**src/rtl/adc_pkg.sv**
```systemverilog
// Shared types and defaults for the ADC serial receiver.
// Holds FSM state encodings and default DATA_W / FIFO_DEPTH.
package adc_pkg;

  localparam int DATA_W_DEF     = 16;
  localparam int FIFO_DEPTH_DEF = 4;

  typedef enum logic [1:0] {
    ST_IDLE  = 2'd0,
    ST_SHIFT = 2'd1,
    ST_DONE  = 2'd2
  } state_e;

endpackage

```
**src/rtl/adc_rx_if.sv**
```systemverilog
// Valid/ready sample stream bundle.
// master drives data/valid and reads ready; slave the reverse.
interface adc_rx_if #(
  parameter int DATA_W = 16
);
  logic [DATA_W-1:0] data;
  logic              valid;
  logic              ready;

  modport master (
    output data,
    output valid,
    input  ready
  );

  modport slave (
    input  data,
    input  valid,
    output ready
  );
endinterface

```
**src/rtl/adc_rx_fifo.sv**
```systemverilog
// Synchronous sample FIFO with full/empty and same-cycle rd/wr.
// Ports: clk, rst, wr_en, wr_data, full; m = output stream (head entry).
module adc_rx_fifo #(
  parameter int DATA_W = 16,
  parameter int DEPTH  = 4
) (
  input  logic              clk,
  input  logic              rst,
  input  logic              wr_en,
  input  logic [DATA_W-1:0] wr_data,
  output logic              full,
  adc_rx_if.master          m
);

  localparam int AW = $clog2(DEPTH);

  logic [DATA_W-1:0] mem_q [DEPTH];
  logic [AW:0]       wr_ptr_q, wr_ptr_d;
  logic [AW:0]       rd_ptr_q, rd_ptr_d;
  logic              empty;
  logic              rd_en;

  // Extra MSB on the pointers tells full from empty.
  assign empty = (wr_ptr_q == rd_ptr_q);
  assign full  = (wr_ptr_q[AW] != rd_ptr_q[AW]) &&
                 (wr_ptr_q[AW-1:0] == rd_ptr_q[AW-1:0]);
  assign rd_en = m.valid && m.ready;

  assign m.valid = !empty;
  assign m.data  = mem_q[rd_ptr_q[AW-1:0]];

  always_comb begin
    wr_ptr_d = wr_ptr_q;
    rd_ptr_d = rd_ptr_q;
    if (wr_en) wr_ptr_d = wr_ptr_q + 1'b1;
    if (rd_en) rd_ptr_d = rd_ptr_q + 1'b1;
  end

  always_ff @(posedge clk or posedge rst) begin
    if (rst) begin
      wr_ptr_q <= '0;
      rd_ptr_q <= '0;
      for (int i = 0; i < DEPTH; i++) mem_q[i] <= '0;
    end else begin
      wr_ptr_q <= wr_ptr_d;
      rd_ptr_q <= rd_ptr_d;
      if (wr_en) mem_q[wr_ptr_q[AW-1:0]] <= wr_data;
    end
  end

endmodule

```
**src/rtl/adc_rx.sv**
```systemverilog
// ADC serial receiver: deserialises sdo while cs is low, buffers samples.
// Ports: clk, rst, cs, sdo in; m_data/m_valid/m_ready stream; frame_err, ovf
// pulses; sample_cnt only when ADC_RX_CNT_EN is defined.
module adc_rx
  import adc_pkg::*;
#(
  parameter int DATA_W     = DATA_W_DEF,
  parameter int FIFO_DEPTH = FIFO_DEPTH_DEF
) (
  input  logic              clk,
  input  logic              rst,
  input  logic              cs,
  input  logic              sdo,
  output logic [DATA_W-1:0] m_data,
  output logic              m_valid,
  input  logic              m_ready,
  output logic              frame_err,
  output logic              ovf
`ifdef ADC_RX_CNT_EN
  ,
  output logic [15:0]       sample_cnt
`endif
);

  localparam int CNT_W = $clog2(DATA_W + 1);

  state_e            state_q, state_d;
  logic [CNT_W-1:0]  bit_cnt_q, bit_cnt_d;
  logic [DATA_W-1:0] shreg_q, shreg_d;
  logic              frame_err_q, frame_err_d;
  logic              ovf_q, ovf_d;
  logic              push, full, pop, wr_en;

  adc_rx_if #(.DATA_W(DATA_W)) buf_if ();

  assign buf_if.ready = m_ready;
  assign m_data       = buf_if.data;
  assign m_valid      = buf_if.valid;
  assign pop          = m_valid && m_ready;
  // A full buffer still accepts when the head leaves this cycle.
  assign wr_en        = push && (!full || pop);

  always_comb begin
    state_d     = state_q;
    bit_cnt_d   = bit_cnt_q;
    shreg_d     = shreg_q;
    push        = 1'b0;
    frame_err_d = 1'b0;
    ovf_d       = 1'b0;
    unique case (state_q)
      ST_IDLE: begin
        if (!cs) begin
          state_d   = ST_SHIFT;
          shreg_d   = {shreg_q[DATA_W-2:0], sdo};
          bit_cnt_d = CNT_W'(1);
        end
      end
      ST_SHIFT: begin
        if (cs) begin
          state_d = ST_DONE;
        end else if (bit_cnt_q < CNT_W'(DATA_W)) begin
          shreg_d   = {shreg_q[DATA_W-2:0], sdo};
          bit_cnt_d = bit_cnt_q + 1'b1;
        end
      end
      ST_DONE: begin
        push        = (bit_cnt_q == CNT_W'(DATA_W));
        frame_err_d = !push;
        ovf_d       = push && full && !pop;
        bit_cnt_d   = '0;
        state_d     = ST_IDLE;
        // cs already low again: this edge carries the next frame's MSB.
        if (!cs) begin
          state_d   = ST_SHIFT;
          shreg_d   = {shreg_q[DATA_W-2:0], sdo};
          bit_cnt_d = CNT_W'(1);
        end
      end
      default: state_d = ST_IDLE;
    endcase
  end

  always_ff @(posedge clk or posedge rst) begin
    if (rst) begin
      state_q     <= ST_IDLE;
      bit_cnt_q   <= '0;
      shreg_q     <= '0;
      frame_err_q <= 1'b0;
      ovf_q       <= 1'b0;
    end else begin
      state_q     <= state_d;
      bit_cnt_q   <= bit_cnt_d;
      shreg_q     <= shreg_d;
      frame_err_q <= frame_err_d;
      ovf_q       <= ovf_d;
    end
  end

  assign frame_err = frame_err_q;
  assign ovf       = ovf_q;

  adc_rx_fifo #(
    .DATA_W(DATA_W),
    .DEPTH (FIFO_DEPTH)
  ) u_fifo (
    .clk    (clk),
    .rst    (rst),
    .wr_en  (wr_en),
    .wr_data(shreg_q),
    .full   (full),
    .m      (buf_if.master)
  );

`ifdef ADC_RX_CNT_EN
  logic [15:0] sample_cnt_q, sample_cnt_d;

  always_comb begin
    sample_cnt_d = sample_cnt_q;
    if (wr_en) sample_cnt_d = sample_cnt_q + 16'd1;
  end

  always_ff @(posedge clk or posedge rst) begin
    if (rst) sample_cnt_q <= '0;
    else     sample_cnt_q <= sample_cnt_d;
  end

  assign sample_cnt = sample_cnt_q;
`endif

endmodule

```
**config.mk**
```make
export PLATFORM = sky130hd
export DESIGN_NAME = adc_rx
export DESIGN_NICKNAME = d
export VERILOG_FILES = /design/src/rtl/adc_pkg.sv /design/src/rtl/adc_rx_if.sv /design/src/rtl/adc_rx_fifo.sv /design/src/rtl/adc_rx.sv
export SDC_FILE = /design/constraint.sdc
export NUM_CORES = 1
export LEC_CHECK = 0
export ABC_AREA = 1
export CAP_MARGIN = 20
export CORE_UTILIZATION = 55
export CTS_BUF_LIST = sky130_fd_sc_hd__clkbuf_8
export CTS_CLUSTER_SIZE = 10
export DETAILED_ROUTE_END_ITERATION = 7
export GPL_TIMING_DRIVEN = 0
export PLACE_DENSITY = 0.74
export SLEW_MARGIN = 20
export SYNTH_ARGS = -nofsm -noshare
export SYNTH_HDL_FRONTEND = slang
export SYNTH_SLANG_ARGS = --single-unit
```
**constraint.sdc**
```tcl
create_clock -name clk -period 6.2 [get_ports clk]
set_input_delay 0.62 -clock clk [delete_from_list [all_inputs] [get_ports clk]]
set_output_delay 0.62 -clock clk [all_outputs]
set_load 0.02 [all_outputs]
```
==> results.md <==
* Worst-path clk slew at 110 ps
* Die width at 93.9 um
* Slew Viols, Final at 0
* TritonCTS Buffers at 9
* Pin count of the biggest net entering global routing at 82
* Row count at 33
* Area Growth Syn to Fin at 12.4%
* Pre-antenna DRT Iters at 5
* Fin. Hold Viols at 0
* Clock sinks at 95
* # setup viols final at 0
* Startpoint types: flip-flop
* Status: completed
* Final HPWL DP at 8340 um
* Max clock buf depth at 2
* Post-route ant nets at 0
* Tot GR Track Use at 30.4%
* Post_cts resized at 0
* CP max stage delay at 660 ps
* Crit. path cell count at 6
* Hold path depth at 2
* Crit end category: output pin
* Fraction of layout cells with a size suffix above 1 at 7.99%
* Syn Area/Cell at 8.28 um^2
* Drt drc at 0
* Vias in the first global route at 4,052
* Number of warnings issued by yosys at 0
* Initial antenna violation count at 0
* Crit path cell chain: buf_4, inv_2, clkbuf_1, o21ai_0, o22ai_1, clkdlybuf4s50_1
* Top-area cell type share of the netlist area at 51.2%
* Top Family by Delay on Critical Path: buffers and inverters
* Ant diodes at 0
* Slew HR at 57.4%
* Starting DRT DRC Count at 390
* Least-Margin Pin Slew at 640 ps
* Reg2Reg Setup Slack at 4230 ps
* Synth cell count leaders: 194 x nand2_1, 95 x dfrtp_1, 65 x nand4_1
* Die footprint at 8820 um^2
* First-pass GRT wire length at 20,100 um
* Worst Slack Setup Final at 3040 ps
* Max Cap Viol at 0
* Hold crit path type: flip-flop to flip-flop
* Total gr overflow at 0
* Worst r2r path cells at 6
* Final core occ at 63.9%
* Placed cells at 690
* Post-Route Skew at 15.4 ps
* H-tree Lvls at 3
* Sum Neg Setup Slack at 0 ps
* Worst Path Buf+Inv at 4
* Final instance area at 5220 um^2
* Arrival time worst endpoint at 2540 ps
* Synth area leader: dfrtp_1
* Synth Instances at 561
* Ranking of synthesized cells by area: dfrtp_1 51%, nand2_1 16%, nand4_1 8.8%, o21ai_0 5.8%, ha_1 3.2%
* I/O Pins at 24
* Post-CTS setup buffer count at 0
* Post-place setup slack at 3480 ps
* Hold_ws at 476 ps
* Post-DR wirelength/cell at 17.3 um
* Critical Path Fanout Max at 10
* Crit share post-route at 50.9%
* Syn Nets at 578
* Core Region at 8180 um^2
* Clock Latency Late Sink at 380 ps
* Fmax at 317 MHz
* Routability Congestion at 0.885
* FF+latch count, synth at 95
* DP Area at 5040 um^2
* Syn Std Cell Area at 4650 um^2
* Ys flop type: dfrtp_1
* Root Driver: clkbuf_8
* EDFF count, synth at 0
* Tmin final at 3160 ps
* Most common cell in the netlist: nand2_1
* Kind of critical path: flip-flop to output pin
* Vias per cell at 5.89
* Die height at 93.9 um
* CTS tree: yes
* Peak supply drop at 0.000274 V
* Sequential share of the synthesized area at 51.2%
* Slowest CP cell: clkdlybuf4s50_1
* RSZ-0062 raised after global routing: no
* Finished Layout Cells at 706
* Routed wire length at 12,200 um
* Total power at 1.76 mW
* Via count at 4,159
* IO buf count at 23
* WP data required at 5580 ps
* Initial Util at 56.8%
* Ys async rst share at 100%
* Yosys cell types at 26
* # hold bufs at CTS at 0
* Final net count at 613
* Leakage power at 2.71 nW
* Pwr/cell area at 337 nW/um^2
path summary, 6_finish.rpt:
path,endpoint,from
worst max-delay path,m_data[5],u_fifo.rd_ptr_q[1]
worst min-delay path,u_fifo.mem_q[44],u_fifo.mem_q[44]
worst max register to register,u_fifo.mem_q[49],u_fifo.wr_ptr_q[0]
worst min register to register,u_fifo.mem_q[44],u_fifo.mem_q[44]
max in group asynchronous,u_fifo.mem_q[15],rst
min in group asynchronous,u_fifo.mem_q[51],rst
state kept, by name, summed over array words and instances, names as in the netlist:
| name | count |
|---|---|
| shreg_q | 16 |
| state_q | 2 |
| u_fifo.rd_ptr_q | 3 |
| bit_cnt_q | 5 |
| u_fifo.wr_ptr_q | 3 |
| u_fifo.mem_q | 64 |
| ovf | 1 |
| frame_err | 1 |
logic make-up (layout without fill, tap and decap cells):
logic type,Yosys count,after routing,share of synthesized area [%]
buffers and inverters,60,100,5.92
DFF,95,95,51.2
and+or+nand+nor,313,313,30.2
adders and majority gates,12,12,3.23
xor gates and xnor gates,3,3,0.566
AOI/OAI and AO/OA,78,78,8.94
layout make-up:
| class | instances | area [um^2] |
|---|---|---|
| Buffer | 39 | 196 |
| Clock buffer | 10 | 138 |
| Clock inverter | 6 | 45.0 |
| Fill cell | 719 | 2950 |
| Inverter | 21 | 83.8 |
| Multi-Input combinational cell | 406 | 1990 |
| Sequential cell | 95 | 2380 |
| Tap cell | 105 | 131 |
| Timing Repair Buffer | 24 | 258 |
cell usage in the layout (no fill, tap or decap), drive strengths merged, types with 4 or more instances in the layout:
cell and n:
clkdlybuf4s50 23, a21oi 4, nand4 65, nand3 10, inv 23, nor2 42
clkbuf 28, o21ai 55, buf 22, dfrtp 95, nand2 195, o22ai 16
ha 12
power by group:
group	internal [mW]	switching [mW]	total, mW
Sequential	0.685	0.105	0.790
Combinational	0.217	0.363	0.580
Clock	0.158	0.230	0.388
Total	1.06	0.698	1.76
worst min-delay path, stage by stage (launching register included):
cell	delay [ps]
dfrtp_1	350
nand2_1	50
nand2_1	50
layer usage:
layer / GRT usage, % / wire, um / vias up
met4: 12.3 / 197 / 0
met5: 0 / 0 / -
li1: - / - / 1951
met3: 4.94 / 951 / 17
met1: 41.4 / 5270 / 2007
met2: 48.4 / 5820 / 184
Note: power is estimated with default switching activity, not from simulation.
